==> src/rtl/sequential_integral.sv <==
// Sequential monomial integrator: coeff*x^expo -> (coeff/(expo+1))*x^(expo+1) via an 8-step restoring divider.
// Optional macro INTEGRAL_ROUND_EN rounds the quotient half-up instead of truncating it.
module sequential_integral (
  input  logic       clk,
  input  logic       rst,
  input  logic       in_valid,
  output logic       in_ready,
  input  logic [7:0] coeff,
  input  logic [7:0] expo,
  output logic       out_valid,
  input  logic       out_ready,
  output logic [7:0] quot,
  output logic [7:0] rem,
  output logic [7:0] expo_out,
  output logic       ovf
);

  typedef enum logic [1:0] {IDLE, DIV, DONE} state_t;

  state_t     state_q, state_d;
  logic [3:0] cnt_q, cnt_d;
  logic [8:0] d_q, d_d;
  logic [8:0] r_q, r_d;
  logic [7:0] dvd_q, dvd_d;
  logic [6:0] qacc_q, qacc_d;
  logic       in_ready_q, in_ready_d;
  logic       out_valid_q, out_valid_d;
  logic [7:0] quot_q, quot_d;
  logic [7:0] rem_q, rem_d;
  logic [7:0] expo_out_q, expo_out_d;
  logic       ovf_q, ovf_d;

  // One restoring step; the 10-bit shifted remainder covers the d=256 case without special handling.
  logic [9:0] r_shift;
  logic       q_bit;
  logic [8:0] r_step;
  logic [7:0] q_trunc;
  logic [7:0] q_final;

  always_comb begin
    r_shift = {r_q, dvd_q[7]};
    q_bit   = (r_shift >= {1'b0, d_q});
    r_step  = q_bit ? (r_shift[8:0] - d_q) : r_shift[8:0];
    q_trunc = {qacc_q, q_bit};
`ifdef INTEGRAL_ROUND_EN
    q_final = ({r_step, 1'b0} >= {1'b0, d_q}) ? (q_trunc + 8'd1) : q_trunc;
`else
    q_final = q_trunc;
`endif
  end

  always_comb begin
    state_d     = state_q;
    cnt_d       = cnt_q;
    d_d         = d_q;
    r_d         = r_q;
    dvd_d       = dvd_q;
    qacc_d      = qacc_q;
    in_ready_d  = in_ready_q;
    out_valid_d = out_valid_q;
    quot_d      = quot_q;
    rem_d       = rem_q;
    expo_out_d  = expo_out_q;
    ovf_d       = ovf_q;
    case (state_q)
      IDLE: begin
        if (in_valid) begin
          d_d        = {1'b0, expo} + 9'd1;
          expo_out_d = expo + 8'd1;
          ovf_d      = (expo == 8'hFF);
          r_d        = '0;
          qacc_d     = '0;
          dvd_d      = coeff;
          // A zero coefficient runs only the final step, which yields quot=0, rem=0.
          cnt_d      = (coeff == 8'd0) ? 4'd7 : 4'd0;
          in_ready_d = 1'b0;
          state_d    = DIV;
        end
      end
      DIV: begin
        r_d    = r_step;
        qacc_d = {qacc_q[5:0], q_bit};
        dvd_d  = {dvd_q[6:0], 1'b0};
        cnt_d  = cnt_q + 4'd1;
        if (cnt_q == 4'd7) begin
          quot_d      = q_final;
          rem_d       = r_step[7:0];
          out_valid_d = 1'b1;
          state_d     = DONE;
        end
      end
      DONE: begin
        if (out_ready) begin
          out_valid_d = 1'b0;
          in_ready_d  = 1'b1;
          state_d     = IDLE;
        end
      end
      default: begin
        out_valid_d = 1'b0;
        in_ready_d  = 1'b1;
        state_d     = IDLE;
      end
    endcase
  end

  always_ff @(posedge clk or posedge rst) begin
    if (rst) begin
      state_q     <= IDLE;
      cnt_q       <= '0;
      d_q         <= '0;
      r_q         <= '0;
      dvd_q       <= '0;
      qacc_q      <= '0;
      in_ready_q  <= 1'b1;
      out_valid_q <= 1'b0;
      quot_q      <= '0;
      rem_q       <= '0;
      expo_out_q  <= '0;
      ovf_q       <= 1'b0;
    end else begin
      state_q     <= state_d;
      cnt_q       <= cnt_d;
      d_q         <= d_d;
      r_q         <= r_d;
      dvd_q       <= dvd_d;
      qacc_q      <= qacc_d;
      in_ready_q  <= in_ready_d;
      out_valid_q <= out_valid_d;
      quot_q      <= quot_d;
      rem_q       <= rem_d;
      expo_out_q  <= expo_out_d;
      ovf_q       <= ovf_d;
    end
  end

  assign in_ready  = in_ready_q;
  assign out_valid = out_valid_q;
  assign quot      = quot_q;
  assign rem       = rem_q;
  assign expo_out  = expo_out_q;
  assign ovf       = ovf_q;

endmodule

==> config.mk <==
export PLATFORM = sky130hd
export DESIGN_NAME = sequential_integral
export DESIGN_NICKNAME = d
export VERILOG_FILES = /design/src/rtl/sequential_integral.sv
export SDC_FILE = /design/constraint.sdc
export NUM_CORES = 1
export LEC_CHECK = 0
export ABC_AREA = 1
export BUFFER_PORTS_ARGS = -buffer_cell sky130_fd_sc_hd__clkbuf_2
export CAP_MARGIN = 25
export CORE_MARGIN = 4
export CORE_UTILIZATION = 26
export DETAILED_ROUTE_END_ITERATION = 8
export GPL_TIMING_DRIVEN = 0
export SLEW_MARGIN = 20
export SYNTH_ARGS = -nofsm -noshare
export SYNTH_HDL_FRONTEND = slang
export SYNTH_SLANG_ARGS = --single-unit
==> constraint.sdc <==
create_clock -name clk -period 4.9 [get_ports clk]
set_clock_uncertainty 0.1 [all_clocks]
set_input_delay 0.98 -clock clk [delete_from_list [all_inputs] [get_ports clk]]
set_output_delay 0.98 -clock clk [all_outputs]
set_load 0.03 [all_outputs]
==> impl_metrics.tcl <==
set metrics [dict create \
    grt_max_degree 58 \
    ys_top_cells_by_area "dfrtp_1 47%, nand2_1 18%, inv_1 6.7%, ha_1 4.6%, nand3_1 4.3%" \
    gp_congestion 0.810 \
    grt_overflow_total 0 \
    drt_iter0_drc 75 \
    async_reset_ff_share_pct 100 \
    startpoint_type "flip-flop" \
    finalPower_mw 3.14 \
    routed_wl_um 7020 \
    yosysWarnings 0 \
    r2r_slack_ns 2.79 \
    end_kind "output pin" \
    grtUsageTotal_pct 11.3 \
    start_util_pct 26.5 \
    cts_buffers 9 \
    clock-sinks 57 \
    finalHoldViolCount 0 \
    synth_flop_cell "dfrtp_1" \
    via_per_inst 4.33 \
    synth_cells 388 \
    max_cap_violations 0 \
    drc 0 \
    yosysTopAreaCell "dfrtp_1" \
    portBuffers 46 \
    clk_latency_ns 0.33 \
    cp.arrival_ns 1.05 \
    dr.pass1.iters 4 \
    cts_root_buf "clkbuf_16" \
    min_path_type "flip-flop to flip-flop" \
    hold_buffers 0 \
    slowest_delay_ns 0.53 \
    nets 477 \
    dp_hpwl_um 5320 \
    yosysTopAreaCellShare_pct 46.6 \
    layout_min_cycle_time_ns 2.13 \
    maxSlewHeadroom_pct 54.5 \
    cts-htree-levels 3 \
    post_cts_resized 0 \
    fp.dieW_um 116 \
    power_per_cell_area_nw_per_um2 842 \
    drtAntennaViolNets 0 \
    pre_cts_slack_ns 2.67 \
    dieArea_um2 13400 \
    crit_type "flip-flop to output pin" \
    cp_max_fo 2 \
    yosysSeqAreaShare_pct 47.4 \
    dp_cells 577 \
    whs_path_depth 2 \
    post_layout_nonfiller_instances 593 \
    slew_viol_final 0 \
    wl_per_cell_um 11.8 \
    finalSetupTns_ns 0 \
    reg2reg_to "rem[0]$_DFFE_PP0P_" \
    cp_top_family "flip-flops" \
    final-setup-viol-count 0 \
    status "finished clean" \
    rr_startpoint "dvd_q[7]$_DFFE_PP0P_" \
    cp_slowest_cell "dfstp_2" \
    rsz0062_at_grt "no" \
    vias 2566 \
    die_y_um 116 \
    peakVddDrop_mv 0.312 \
    syn-cell-area_um2 3010 \
    pin_count 47 \
    synth.most_common_cell "nand2_1" \
    path_cells "clkbuf_2" \
    timing.final.ws_setup_ns 2.77 \
    hp-start "rem[5]$_DFFE_PP0P_" \
    grt_first_pass_wirelength_um 11800 \
    avgSynthCellArea_um2 7.76 \
    p_leak_nw 1.99 \
    reg2reg_depth 13 \
    cts.clk_slew.worst_paths_ns 0.05 \
    synth_top_cells_by_count "141 x nand2_1, 56 x dfrtp_1, 54 x inv_1" \
    ys_types 33 \
    worstPathRequired_ns 3.82 \
    antenna_cells 0 \
    tightest_slew_ns 0.682 \
    area_growth_pct 23.8 \
    cts_buffer_depth 2 \
    coreArea_um2 11400 \
    num_rows 39 \
    min_to "rem[5]$_DFFE_PP0P_" \
    ys_ff_latch 57 \
    path_buf_inv 1 \
    fin_crit_sh_pct 43.5 \
    post_cts_buffers 0 \
    tritoncts "done" \
    syn-num-nets 420 \
    drive_above_1_share_pct 18.0 \
    grt_pass1_vias 2447 \
    antenna_found_initial 0 \
    synth_enable_flop_cells 0 \
    fmax_mhz 469 \
]
==> cell usage in the layout, fill, tap and decap left out, types with 2 or more instances in the layout <==
master	netlist	final
a21oi_1	6	6
buf_2	3	3
buf_4	2	2
buf_6	2	2
clkbuf_1	3	3
clkbuf_16	0	9
clkbuf_2	0	46
clkinvlp_4	0	3
dfrtp_1	56	56
ha_1	11	11
inv_1	54	53
inv_2	3	3
inv_6	0	2
nand2_1	141	141
nand2_2	2	2
nand3_1	26	26
nand3b_1	2	2
nand4_1	4	4
nor2_1	17	17
nor3_1	3	3
o211ai_1	5	5
o21ai_0	22	22
o22ai_1	9	9
o31ai_1	2	2
or2_2	2	2
xor2_1	2	2
==> registers in the layout, summed over array words and instances, names as in the netlist <==
register   flops
cnt_q          4
d_q            9
dvd_q          8
in_ready       1
out_valid      1
qacc_q         7
quot           8
r_q            9
rem            8
state_q        2
==> final cells by class <==
type	count	area [um2]
plain buffers	10	63.8
clock buffers	9	225
clock inverters	7	78.8
fillers	1205	7640
inverters	57	216
multi-input cells	264	1310
flip-flops and latches	57	1430
well taps	143	179
repair buffers	46	230
==> cells by family after synthesis <==
| group | synth area share (%) |
|---|---|
| adder cells (fa/ha/maj) | 5.24 |
| flip-flops | 47.4 |
| AO/OA/AOI/OAI | 9.60 |
| AND/OR/NAND/NOR | 27.3 |
| XOR/XNOR | 0.873 |
| buffers and inverters | 9.23 |
| multiplexers | 0.333 |
==> report_power, final <==
group / switching (mW) / leakage (nW) / internal (mW)
Combinational: 1.11 / 1.14 / 0.581
Sequential: 0.128 / 0.718 / 0.692
Clock: 0.230 / 0.139 / 0.397
Total: 1.47 / 1.99 / 1.67
==> how the worst max path moves through the flow <==
stage | depth (start not counted) | end | start | slack (ns)
after floorplan | 1 | cnt_q[0]$_DFFE_PP0P_ | rst | 2.42
after global placement | 2 | r_q[7]$_DFFE_PP0P_ | rst | 1.68
after detailed placement | 7 | dvd_q[7]$_DFFE_PP0P_ | in_valid | 2.67
after CTS | 1 | in_ready | in_ready$_DFFE_PP1P_ | 2.75
after global routing | 13 | rem[0]$_DFFE_PP0P_ | dvd_q[7]$_DFFE_PP0P_ | 2.62
final | 1 | in_ready | in_ready$_DFFE_PP1P_ | 2.77
==> stage by stage <==
step | cell area [um2] | util [%] | hold WS [ns]
after global placement | 3420 | 30.1 | 0.363
after detailed placement | 3420 | 30.1 | 0.369
after CTS | 3730 | 32.8 | 0.384
after global routing | 3730 | 32.8 | 0.412
after floorplan | 3010 | - | 0.346
final | 3730 | 32.8 | 0.375
==> per-layer routing <==
metal  global-route usage (%)  up-vias  share of wire, %
met5                        0        -                 0
met4                     6.34        0               3.0
met3                     2.35       12               4.8
met2                     16.5       58                42
met1                     15.6     1144                50
li1                         -     1352                 -
(Power assumes the default switching activity.)
